==> config.mk <==
export PLATFORM = sky130hd
export DESIGN_NAME = otter_int_ctrl
export DESIGN_NICKNAME = d
export VERILOG_FILES = /design/src/rtl/otter_int_ctrl.sv
export SDC_FILE = /design/constraint.sdc
export NUM_CORES = 1
export LEC_CHECK = 0
export ABC_AREA = 0
export BUFFER_PORTS_ARGS = -buffer_cell sky130_fd_sc_hd__buf_2
export CAP_MARGIN = 30
export CORE_MARGIN = 8
export CORE_UTILIZATION = 25
export CTS_CLUSTER_SIZE = 8
export DETAILED_ROUTE_END_ITERATION = 6
export GPL_ROUTABILITY_DRIVEN = 0
export SYNTH_ARGS = -nofsm -noshare
export SYNTH_HDL_FRONTEND = slang
export SYNTH_SLANG_ARGS = --single-unit
==> constraint.sdc <==
create_clock -name clk -period 3.5 [get_ports clk]
set_input_delay 0.525 -clock clk [delete_from_list [all_inputs] [get_ports clk]]
set_output_delay 0.525 -clock clk [all_outputs]
set_load 0.01 [all_outputs]
==> src/rtl/otter_int_ctrl.sv <==
`default_nettype none
// ============================================================================
// Module      : otter_int_ctrl
// Description : Interrupt/trap sequencer for the OTTER multicycle core.
//               Synchronises and edge-detects external interrupt lines,
//               keeps per-source pending bits, picks the lowest-index
//               pending source, handshakes with the control FSM at
//               instruction boundaries and drives the CSR intTaken/intRet
//               pulses plus the PC redirect (mtvec on trap, mepc on mret).
// Ports       : clk, rst_n          - clock, async active-low reset
//               irq_in[NUM_SRC]     - raw async interrupt lines (rise = event)
//               mie, mstatus        - global / interrupt-active enables
//               mtvec, mepc         - trap handler / return addresses
//               int_ack, mret_exec  - control FSM trap accept / mret pulse
//               int_req             - trap request to control FSM
//               int_taken, int_ret  - 1-cycle pulses to CSR
//               redirect_valid/pc   - 1-cycle PC load strobe and target
//               int_cause           - index of last taken source
//               pending             - pending bits (readback)
// Revision    : 1.0 - initial release
// ============================================================================
module otter_int_ctrl #(
   parameter int NUM_SRC     = 4,
   parameter int SYNC_STAGES = 2,
   localparam int C_CAUSE_W  = (NUM_SRC > 1) ? $clog2(NUM_SRC) : 1
) (
   input  logic                 clk,
   input  logic                 rst_n,
   input  logic [NUM_SRC-1:0]   irq_in,
   input  logic                 mie,
   input  logic                 mstatus,
   input  logic [31:0]          mtvec,
   input  logic [31:0]          mepc,
   input  logic                 int_ack,
   input  logic                 mret_exec,
   output logic                 int_req,
   output logic                 int_taken,
   output logic                 int_ret,
   output logic                 redirect_valid,
   output logic [31:0]          redirect_pc,
   output logic [C_CAUSE_W-1:0] int_cause,
   output logic [NUM_SRC-1:0]   pending
);

   localparam logic [2:0] c_st_idle   = 3'd0;
   localparam logic [2:0] c_st_req    = 3'd1;
   localparam logic [2:0] c_st_take   = 3'd2;
   localparam logic [2:0] c_st_ret    = 3'd3;
   localparam logic [2:0] c_st_settle = 3'd4;

   // r_sync[0] is the first (metastable-capture) stage.
   logic [SYNC_STAGES-1:0][NUM_SRC-1:0] r_sync;
   logic [NUM_SRC-1:0]   r_hist;
   logic [NUM_SRC-1:0]   r_pending;
   logic [NUM_SRC-1:0]   w_rise;
   logic [NUM_SRC-1:0]   w_clr;
   logic [NUM_SRC-1:0]   w_pending_nxt;
   logic [C_CAUSE_W-1:0] r_cause;
   logic [C_CAUSE_W-1:0] w_winner;
   logic                 w_eligible;
   logic [2:0]           r_state;
   logic [2:0]           w_state_nxt;

   logic                 r_int_req, r_int_taken, r_int_ret, r_redirect_valid;
   logic [31:0]          r_redirect_pc;
   logic                 w_int_req_nxt, w_int_taken_nxt, w_int_ret_nxt;
   logic                 w_redirect_valid_nxt;
   logic [31:0]          w_redirect_pc_nxt;

   // ------------------------------------------------------------------
   // Synchroniser chain plus one history flop for edge detection
   // ------------------------------------------------------------------
   always_ff @(posedge clk or negedge rst_n) begin
      if (!rst_n) begin
         r_sync <= '0;
         r_hist <= '0;
      end else begin
         r_sync <= {r_sync[SYNC_STAGES-2:0], irq_in};
         r_hist <= r_sync[SYNC_STAGES-1];
      end
   end

   assign w_rise = r_sync[SYNC_STAGES-1] & ~r_hist;

   // ------------------------------------------------------------------
   // Pending bits: cleared only for the source being taken; a fresh edge
   // on that same source in the same cycle keeps the bit set.
   // ------------------------------------------------------------------
   always_comb begin
      w_clr = '0;
      for (int i = 0; i < NUM_SRC; i++) begin
         w_clr[i] = (r_state == c_st_take) && (r_cause == C_CAUSE_W'(i));
      end
      w_pending_nxt = (r_pending & ~w_clr) | w_rise;
   end

   always_ff @(posedge clk or negedge rst_n) begin
      if (!rst_n) begin
         r_pending <= '0;
      end else begin
         r_pending <= w_pending_nxt;
      end
   end

   assign w_eligible = (|r_pending) & mie & mstatus;

   // Lowest index wins: scan downward so the last assignment is the lowest.
   always_comb begin
      w_winner = '0;
      for (int i = NUM_SRC - 1; i >= 0; i--) begin
         if (r_pending[i]) begin
            w_winner = C_CAUSE_W'(i);
         end
      end
   end

   // ------------------------------------------------------------------
   // FSM: state register
   // ------------------------------------------------------------------
   always_ff @(posedge clk or negedge rst_n) begin
      if (!rst_n) begin
         r_state <= c_st_idle;
         r_cause <= '0;
      end else begin
         r_state <= w_state_nxt;
         // Cause is frozen for the whole request; only a new IDLE->REQ
         // transition re-arbitrates.
         if ((r_state == c_st_idle) && (w_state_nxt == c_st_req)) begin
            r_cause <= w_winner;
         end
      end
   end

   // ------------------------------------------------------------------
   // FSM: next-state logic
   // ------------------------------------------------------------------
   always_comb begin
      w_state_nxt = r_state;
      case (r_state)
         c_st_idle: begin
            if (mret_exec) begin
               w_state_nxt = c_st_ret;
            end else if (w_eligible) begin
               w_state_nxt = c_st_req;
            end
         end
         c_st_req: begin
            if (mret_exec) begin
               w_state_nxt = c_st_ret;
            end else if (int_ack) begin
               w_state_nxt = c_st_take;
            end else if (!w_eligible) begin
               w_state_nxt = c_st_idle;
            end
         end
         c_st_take:   w_state_nxt = c_st_settle;
         c_st_ret:    w_state_nxt = c_st_settle;
         // SETTLE gives the CSR one cycle to update mstatus before the
         // next eligibility decision.
         c_st_settle: w_state_nxt = c_st_idle;
         default:     w_state_nxt = c_st_idle;
      endcase
   end

   // ------------------------------------------------------------------
   // FSM: output logic, decoded from the next state so that every output
   // is registered yet aligned with the state it belongs to.
   // ------------------------------------------------------------------
   always_comb begin
      w_int_req_nxt        = (w_state_nxt == c_st_req);
      w_int_taken_nxt      = (w_state_nxt == c_st_take);
      w_int_ret_nxt        = (w_state_nxt == c_st_ret);
      w_redirect_valid_nxt = w_int_taken_nxt | w_int_ret_nxt;
      w_redirect_pc_nxt    = r_redirect_pc;
      if (w_int_taken_nxt) begin
         w_redirect_pc_nxt = mtvec;
      end else if (w_int_ret_nxt) begin
         w_redirect_pc_nxt = mepc;
      end
   end

   always_ff @(posedge clk or negedge rst_n) begin
      if (!rst_n) begin
         r_int_req        <= 1'b0;
         r_int_taken      <= 1'b0;
         r_int_ret        <= 1'b0;
         r_redirect_valid <= 1'b0;
         r_redirect_pc    <= '0;
      end else begin
         r_int_req        <= w_int_req_nxt;
         r_int_taken      <= w_int_taken_nxt;
         r_int_ret        <= w_int_ret_nxt;
         r_redirect_valid <= w_redirect_valid_nxt;
         r_redirect_pc    <= w_redirect_pc_nxt;
      end
   end

   assign int_req        = r_int_req;
   assign int_taken      = r_int_taken;
   assign int_ret        = r_int_ret;
   assign redirect_valid = r_redirect_valid;
   assign redirect_pc    = r_redirect_pc;
   assign int_cause      = r_cause;
   assign pending        = r_pending;

endmodule
`default_nettype wire

After elaboration in Yosys (flattened, before gate mapping)
Cells that the tools add are included.
{"block": "totals", "reg_bits": 57, "in_bits": 74}
{"block": "op_classes", "eq_ne": 9, "muxes": 12, "bitwise_logic": 8, "reduce_logical": 10}
{"op": "$mux W32", "n": 2}
{"op": "$mux W3", "n": 5}
{"op": "$eq A3 B2 Y1 const B", "n": 4}
{"op": "$pmux W3 S3", "n": 1}
{"op": "$and A4 B4 Y4", "n": 2}
{"op": "$mux W2", "n": 4}
{"op": "$not A4 Y4", "n": 2}
{"op": "$eq A3 B1 Y1 const B", "n": 2}
{"op": "$logic_and A1 B1 Y1", "n": 5}
{"op": "$eq A2 B2 Y1 const B", "n": 2}
{"op": "$or A4 B4 Y4", "n": 1}
{"op": "$reduce_or A4 Y1", "n": 1}
{"op": "$logic_not A3 Y1", "n": 1}
{"op": "$and A1 B1 Y1", "n": 2}
{"op": "$eq A2 B1 Y1 const B", "n": 1}
{"op": "$logic_not A2 Y1", "n": 1}
{"op": "$reduce_bool A2 Y1", "n": 1}
{"op": "$reduce_or A2 Y1", "n": 1}
{"op": "$or A1 B1 Y1", "n": 1}

Depth between registers and ports, before layout
Gate-level depths: netlist of the first run.
{"block": "depth", "ltp_word": 10, "depth_mapped": 4, "mapped_depth_nobuf": 3}

Worst setup path after synthesis of the first run
OpenSTA, ideal clock, no wires.
{"block": "synth_path", "path_type": "input-to-reg", "from": "in mret_exec", "to": "reg r_cause[0], in the netlist int_cause[0]", "arrival_time_ns": 1.311, "required_ns": 3.372, "setup_slack_ns": 2.062, "path_stages": 3, "path_buffers": 0, "path_cell_list": "nor3_4 > nor4b_4 > mux2_1"}
{"block": "synth_between", "elab_chain_cells": 4, "word_cells_on_any_way": 5, "cone_classes": "eq/ne (1); mux (3); reduce/logical (1)"}
{"item": "start, declared", "line": "35", "source": "input logic mret_exec,"}
{"item": "$mux W3 (on tied branches)", "line": "148, 141"}
{"item": "$pmux W3 S3 (*)", "line": "139", "source": "case (r_state)"}
{"item": "$eq A3 B1 Y1 (*)", "line": "128", "source": "if ((r_state == c_st_idle) && (w_state_nxt == c_st_req)) begin"}
{"item": "$logic_and A1 B1 Y1 (*)", "line": "128"}
{"item": "end signal, assigned", "line": "129", "source": "r_cause <= w_winner;"}
{"item": "end, declared", "line": "58", "source": "logic [C_CAUSE_W-1:0] r_cause;"}
Mark *: on every way between the ends. The rest lies on a longest branch, timed or not.
A chain may end at the register's enable or synchronous reset.

Worst setup path in the final report of the first run
{"block": "layout_path", "from": "reg r_state[1]", "to": "reg r_redirect_pc[11], in the netlist redirect_pc[11]"}
{"block": "layout_between", "elab_chain_cells": 6, "word_cells_on_any_way": 15, "cone_classes": "eq/ne (5); mux (7); reduce/logical (3)"}
{"item": "start, declared", "line": "61", "source": "logic [2:0] r_state;"}
{"item": "start signal, assigned", "line": "122", "source": "r_state <= c_st_idle;"}
{"item": "start signal, assigned", "line": "125", "source": "r_state <= w_state_nxt;"}
{"item": "$mux W3", "line": "152", "source": "end else if (!w_eligible) begin"}
{"item": "$mux W3", "line": "150", "source": "end else if (int_ack) begin"}
{"item": "$mux W3", "line": "148", "source": "if (mret_exec) begin"}
{"item": "$pmux W3 S3 (*)", "line": "139"}
{"item": "$eq A3 B2 Y1 (on tied branches)", "line": "171, 172"}
{"item": "$mux W32 / $reduce_bool A2 Y1 (equally long branches)"}
{"item": "end signal, assigned", "line": "194", "source": "r_redirect_pc <= w_redirect_pc_nxt;"}
{"item": "end, declared", "line": "65", "source": "logic [31:0] r_redirect_pc;"}
Marks and branches as above.

==> flow_summary.ini, run 1 <==
[status]
outcome = completed

[finish]
antenna_cells = 0
final_nets = 365
fillers = 930
multi_input_area_um2 = 845
design_area_mm2 = 0.00328
area_delta_synth_final_pct = 38.3
drive_above_1_share_pct = 48.3
final_cell_mix = buf_2 (115), dfrtp_1 (57), o221a_1 (32), nand2b_1 (20)
final_common_cell = buf_2
regArea_mm2 = 0.00143

[worst_setup_path]
crit_path_start = r_state[1]$_DFF_PN0_
path_max_fanout = 33
crit_type = register to register
r2r_end = redirect_pc[11]$_DFFE_PN0P_
crit_path_start_kind = register
rrSetupSlack_ns = 1.49
max_stage_delay_ns = 0.57
critical_path_required_ns = 3.71
worstSetupEndpoint = redirect_pc[11]$_DFFE_PN0P_
rr_startpoint = r_state[1]$_DFF_PN0_
cp_slowest_cell = nand3_2
cp_cell_sequence = nor3_4 -> nand3_2 -> o221a_1
endpoint_kind = register
r2r_cells = 3
arrival_ns = 2.22

[timing]
setup_viol = 0
grt_setup_unrepaired = no
max_freq_mhz = 497
max_slew_margin_pct = 39.3
worst_pin_slew_ns = 0.909
min_period_over_period_pct = 57.4
hold_violations = 0
drv_slew = 0
fin_setup_tns_ns = 0
skew_ns = 0.00610
period_minus_slack_ns = 2.01

[clock_network]
hold_buffers = 0
clockBufferDepth = 2
post-cts-setup-buffer-count = 0
cts_buffers = 9
htree_levels = 3
path_clk_slew_ns = 0.07
clk_latency_ns = 0.33
cts_resized = 0
cts.sinks = 57
cts-root-buf = clkbuf_8
cts_tree = built

[power_and_ir_drop]
p_clk_share_pct = 23.0
total_leakage_power_nw = 1.48
p_comb_share_pct = 34.7
netSwitchingPower_mw = 0.884
power_frac_seq_pct = 42.3
p_int_mw = 1.68
p_per_area_mw_per_mm2 = 784
ir_drop_mv = 0.225
switching_share_pct = 34.4

[floorplan]
dieArea_mm2 = 0.0129
start_util_pct = 25.6
die_w_um = 113
core_mm2 = 0.00924
io-pin-count = 116
dieHeight_um = 113
rows = 35

[routing]
drt_wl_total_mm = 6.52
drc = 0
viasPerCell = 4.33
dr.pass1.iters = 4
drtIter0Drc = 121
num_vias = 1842
ant_nets = 0
wl_per_cell_um = 15.3

[synth]
yosysWarnings = 0
synthesis.nets = 243
yosysTopAreaCell = dfrtp_1
avgSynthCellArea_um2 = 14.0
syn_area_mm2 = 0.00237
ys_types = 30
ys_seq_area_share_pct = 60.2
synthCells = 169
synth_area_leaders = dfrtp_1 (60%), o221a_1 (15%), nand2b_1 (5.3%)
synth-seq-cells = 57
synth_top_area_share_pct = 60.2

[grt]
grt_first_pass_wirelength_mm = 10.5
use_met1_pct = 11.7
gr-total-overflow = 0
gr-usage-all-layers_pct = 10.5
grt-busiest-layer = met2
first_global_vias = 2099
antenna_found_initial = 0
grt_max_degree = 34
use_met2_pct = 16.9
use_met3_pct = 4.74

[placed_design]
portBuffers = 115
dpl_cell_area_mm2 = 0.00308
dp_hpwl_mm = 4.96

[worst_hold_path]
hold_class = primary input to async pin

[job]
cap_violations = 0
[metrics by stage]
step	total power [mW]	hold slack, ns	cells	util, %	setup WS [ns]
2_1_floorplan	1.61	0.229	169	-	2.06
3_3_place_gp	1.99	0.335	408	33.2	1.33
3_5_place_dp	2.02	0.336	409	33.4	1.30
4_1_cts	2.62	0.182	425	35.5	1.42
5_1_grt	2.75	0.209	425	35.5	1.32
6_report	2.57	0.186	425	35.5	1.49
[metal layers]
metal  vias up  wire (um)
li1        871          -
met1       890       2750
met2        68       3110
met3        13        530
met4         0        123
met5         -          0
[worst min path at each step]
stage / slack, ns / end / start
after floorplan: 0.23 / int_cause[0]$_DFFE_PN0P_ / rst_n
final: 0.19 / int_cause[1]$_DFFE_PN0P_ / rst_n
after CTS: 0.18 / r_hist[0]$_DFF_PN0_ / rst_n
after detailed placement: 0.34 / r_sync[6]$_DFF_PN0_ / r_sync[2]$_DFF_PN0_
after global routing: 0.21 / redirect_pc[21]$_DFFE_PN0P_ / rst_n
after global placement: 0.33 / r_sync[4]$_DFF_PN0_ / r_sync[0]$_DFF_PN0_
[Yosys cell counts]
library cell / count
nand2b_1: 20
a21oi_2: 1
mux2_1: 1
nor3_1: 2
dlymetal6s2s_1: 1
nor4b_4: 1
buf_4: 3
nand3_2: 1
o21a_1: 1
o21ai_1: 2
or2b_1: 13
nand4bb_1: 1
nor4b_1: 1
inv_1: 6
o221a_1: 32
o21ai_0: 3
nor3b_1: 1
nor2b_1: 1
nor3_4: 2
nor2_1: 2
mux2i_1: 1
nor4_4: 1
nor3b_2: 1
nand2_1: 5
buf_6: 3
dfrtp_1: 57
inv_2: 1
a22o_1: 2
buf_2: 2
a21oi_1: 1
[registers in the layout, summed over array words and instances, names as in the netlist]
signal and count:
redirect_valid 1, r_hist 4, int_taken 1, redirect_pc 32
int_cause 2, pending 4, r_state 3, int_ret 1
int_req 1, r_sync 8
[worst max-delay path: cells and delay by family (launching register included)]
kind | cells | cell delay, ns
AO/OA/AOI/OAI | 1 | 0.52
flip-flops | 1 | 0.52
AND/OR/NAND/NOR | 2 | 0.84
[kinds of logic after synthesis]
family                 count (synthesis)  synth area share (%)
AO/OA/AOI/OAI                         42                  17.9
buffers and inverters                 16                  4.43
flip-flops                            57                  60.2
multiplexers                           2                 0.898
AND/OR/NAND/NOR                       52                  16.6
[power groups by stage]
stage | clock, mW | sequential [mW] | combinational, mW
after global routing | 0.645 | 1.12 | 0.986
after detailed placement | 0 | 1.09 | 0.927
after global placement | 0 | 1.09 | 0.899
final | 0.590 | 1.09 | 0.891
after floorplan | 0 | 1.17 | 0.440
after CTS | 0.615 | 1.09 | 0.919
[cell type report]
cell class,count,area share (%)
sequential,57,43.5
multi-input combinational,96,25.8
timing repair buffer,120,19.1
clock buffer,14,5.57
tap,129,4.93
inverter,7,0.802
clock inverter,2,0.305
Power figures use the tool's default switching activity.
==> run 2, diff against run 1 <==
--- a/config.mk
+++ b/config.mk
@@ -5,7 +5,7 @@
 export SDC_FILE = /design/constraint.sdc
 export NUM_CORES = 1
 export LEC_CHECK = 0
-export ABC_AREA = 0
+export ABC_AREA = 1
 export BUFFER_PORTS_ARGS = -buffer_cell sky130_fd_sc_hd__buf_2
 export CAP_MARGIN = 30
 export CORE_MARGIN = 8
==> constraint.sdc (replaced) <==
create_clock -name clk -period 1.7 [get_ports clk]
set_input_delay 0.255 -clock clk [delete_from_list [all_inputs] [get_ports clk]]
set_output_delay 0.255 -clock clk [all_outputs]
set_load 0.01 [all_outputs]
==> flow_summary.ini, run 2 <==
[finish]
fillers = 1106
antenna_cells = 0
design_area_mm2 = 0.00358
area_delta_synth_final_pct = 37.0
largest_reg_flops = 32
final_common_cell = buf_2
final_nets = 517
final_cell_mix = buf_2 (115), nor2_1 (103), dfrtp_1 (57), nand2_1 (47), inv_1 (43)
drive_above_1_share_pct = 32.1

[clock_network]
clk_latency_ns = 0.33
cts.sinks = 57
cts_buffers = 9
htree_levels = 3
path_clk_slew_ns = 0.08
cts-root-buf = clkbuf_8
post-cts-setup-buffer-count = 0
clockBufferDepth = 2
cts_resized = 0
cts_tree = built

[timing]
worst_pin_slew_ns = 0.316
skew_ns = 0.00996
hold_violations = 0
period_minus_slack_ns = 1.51
max_freq_mhz = 663
grt_setup_unrepaired = no
min_period_over_period_pct = 88.7
fin_setup_tns_ns = 0
setup_viol = 0
max_slew_margin_pct = 78.9
drv_slew = 0

[floorplan]
start_util_pct = 25.6
io-pin-count = 116
dieHeight_um = 118
core_mm2 = 0.0102
rows = 37
dieArea_mm2 = 0.0140
die_w_um = 118

[grt]
gr-total-overflow = 0
antenna_found_initial = 0
grt_max_degree = 58
gr-usage-all-layers_pct = 10.6
grt_first_pass_wirelength_mm = 12.3
first_global_vias = 2566

[worst_setup_path]
critical_path_required_ns = 1.92
max_stage_delay_ns = 0.43
cpMostUsedCell = nand2_1
arrival_ns = 1.73
cp_slowest_cell = dfrtp_1
cp_cell_sequence = nor3_2 -> nand2_1 -> nand2_4 -> buf_12 -> nand2_1 -> o21bai_1 -> nor2_1
path_max_fanout = 50
crit_type = register to register
crit_path_start_kind = register
endpoint_kind = register

[routing]
top_layer = met4
drc = 0
num_vias = 2368
dr.pass1.iters = 4
ant_nets = 0
viasPerCell = 4.05
dr_wl_met3_um = 602
drtIter0Drc = 72
wl_per_cell_um = 12.3
wl_met2_mm = 3.35
drt_wl_total_mm = 7.20
wl_met1_mm = 3.17

[synth]
synth_area_leaders = dfrtp_1 (55%), nor2_1 (15%), o21bai_1 (9.2%)
synthFlopType = dfrtp_1
synth_top_area_share_pct = 54.5
yosysTopAreaCell = dfrtp_1
synthCells = 318
yosysWarnings = 0
yosysMostFrequentCell = nor2_1
synth-async-reset-ratio_pct = 100
synth_edf_count = 0
syn_area_mm2 = 0.00262
synth-seq-cells = 57
ys_types = 18
avgSynthCellArea_um2 = 8.22
ys_seq_area_share_pct = 54.5
synthesis.nets = 392
synth_commonest_cells = nor2_1 (103), dfrtp_1 (57), nand2_1 (47)

[job]
cap_violations = 0

[placed_design]
dp_hpwl_mm = 5.33
portBuffers = 115
dpl_cell_area_mm2 = 0.00335

[worst_hold_path]
hold_class = primary input to register

[power_and_ir_drop]
p_per_area_mw_per_mm2 = 1760
total_leakage_power_nw = 1.90
ir_drop_mv = 0.510

[status]
outcome = completed
-- run 2: cell types whose count changed in the layout (fill, tap and decap cells not counted), moves of 20 or more --
cell,delta
nand2_1,+42
o21bai_1,+32
nand2b_1,-20
nor2_1,+101
o221a_1,-32
inv_1,+37
-- run 2: area by class of cell --
cell class / count / area, um^2 / area share [%]
clock buffers: 9 / 124 / 3.46
clock inverters: 7 / 61.3 / 1.71
inverters: 45 / 169 / 4.72
multi-input cells: 203 / 928 / 25.9
flip-flops and latches: 57 / 1430 / 39.8
well taps: 136 / 170 / 4.75
repair buffers: 127 / 703 / 19.6
-- run 2: power by group --
group          total [mW]  switching, mW  internal [mW]
registers            2.21          0.319           1.89
clock network        1.21          0.658          0.556
logic                2.87           1.69           1.19
-- run 2: logic make-up (layout without fill, tap and decap cells) --
logic type      after synthesis  in the layout  synth area share (%)
flops                        57             57                  54.5
compound gates               42             42                  11.1
buf+inv                      58            188                  9.95
simple gates                161            161                  24.4
-- run 2: metrics by stage --
| step | setup WS (ns) | std cells | total power [mW] | hold slack, ns | utilization [%] |
|---|---|---|---|---|---|
| after floorplan | 0.342 | 318 | 4.14 | -0.0406 | - |
| after global placement | 0.224 | 563 | 5.09 | 0.287 | 32.7 |
| after detailed placement | 0.203 | 563 | 5.15 | 0.287 | 32.7 |
| after CTS | 0.192 | 582 | 6.42 | 0.00446 | 34.8 |
| after global routing | 0.0567 | 584 | 6.89 | 0.125 | 35.0 |
| final | 0.193 | 584 | 6.30 | 0.146 | 35.0 |
-- run 2: worst paths after layout --
| kind | start | end | slack [ns] | depth (start not counted) |
|---|---|---|---|---|
| worst max-delay path | r_state[1]$_DFF_PN0_ | redirect_pc[24]$_DFFE_PN0P_ | 0.19 | 7 |
| worst min-delay path | mepc[28] | redirect_pc[28]$_DFFE_PN0P_ | 0.15 | 3 |
| worst max register to register | r_state[1]$_DFF_PN0_ | redirect_pc[24]$_DFFE_PN0P_ | 0.19 | 7 |
| worst min register to register | r_sync[0]$_DFF_PN0_ | r_sync[4]$_DFF_PN0_ | 0.35 | 0 |
| max in group asynchronous | rst_n | redirect_pc[27]$_DFFE_PN0P_ | 0.98 | 3 |
| min in group asynchronous | rst_n | pending[3]$_DFF_PN0_ | 0.45 | 3 |
-- run 2: critical path: cells and delay by family, from the launching register on --
kind | cells | cell delay (ns)
AO/OA/AOI/OAI | 1 | 0.16
AND/OR/NAND/NOR | 5 | 0.57
flip-flops | 1 | 0.43
buffers and inverters | 1 | 0.21
-- run 2: metal layers --
layer	vias up	GRT usage, %
li1	1207	-
met1	1089	11.9
met5	-	0
met4	0	3.12
met3	6	5.33
met2	66	17.3
-- run 2: repair_timing --
action	CTS	global route
hold endpoints to repair	59	2
setup endpoints to repair	0	0
hold buffers	3	2
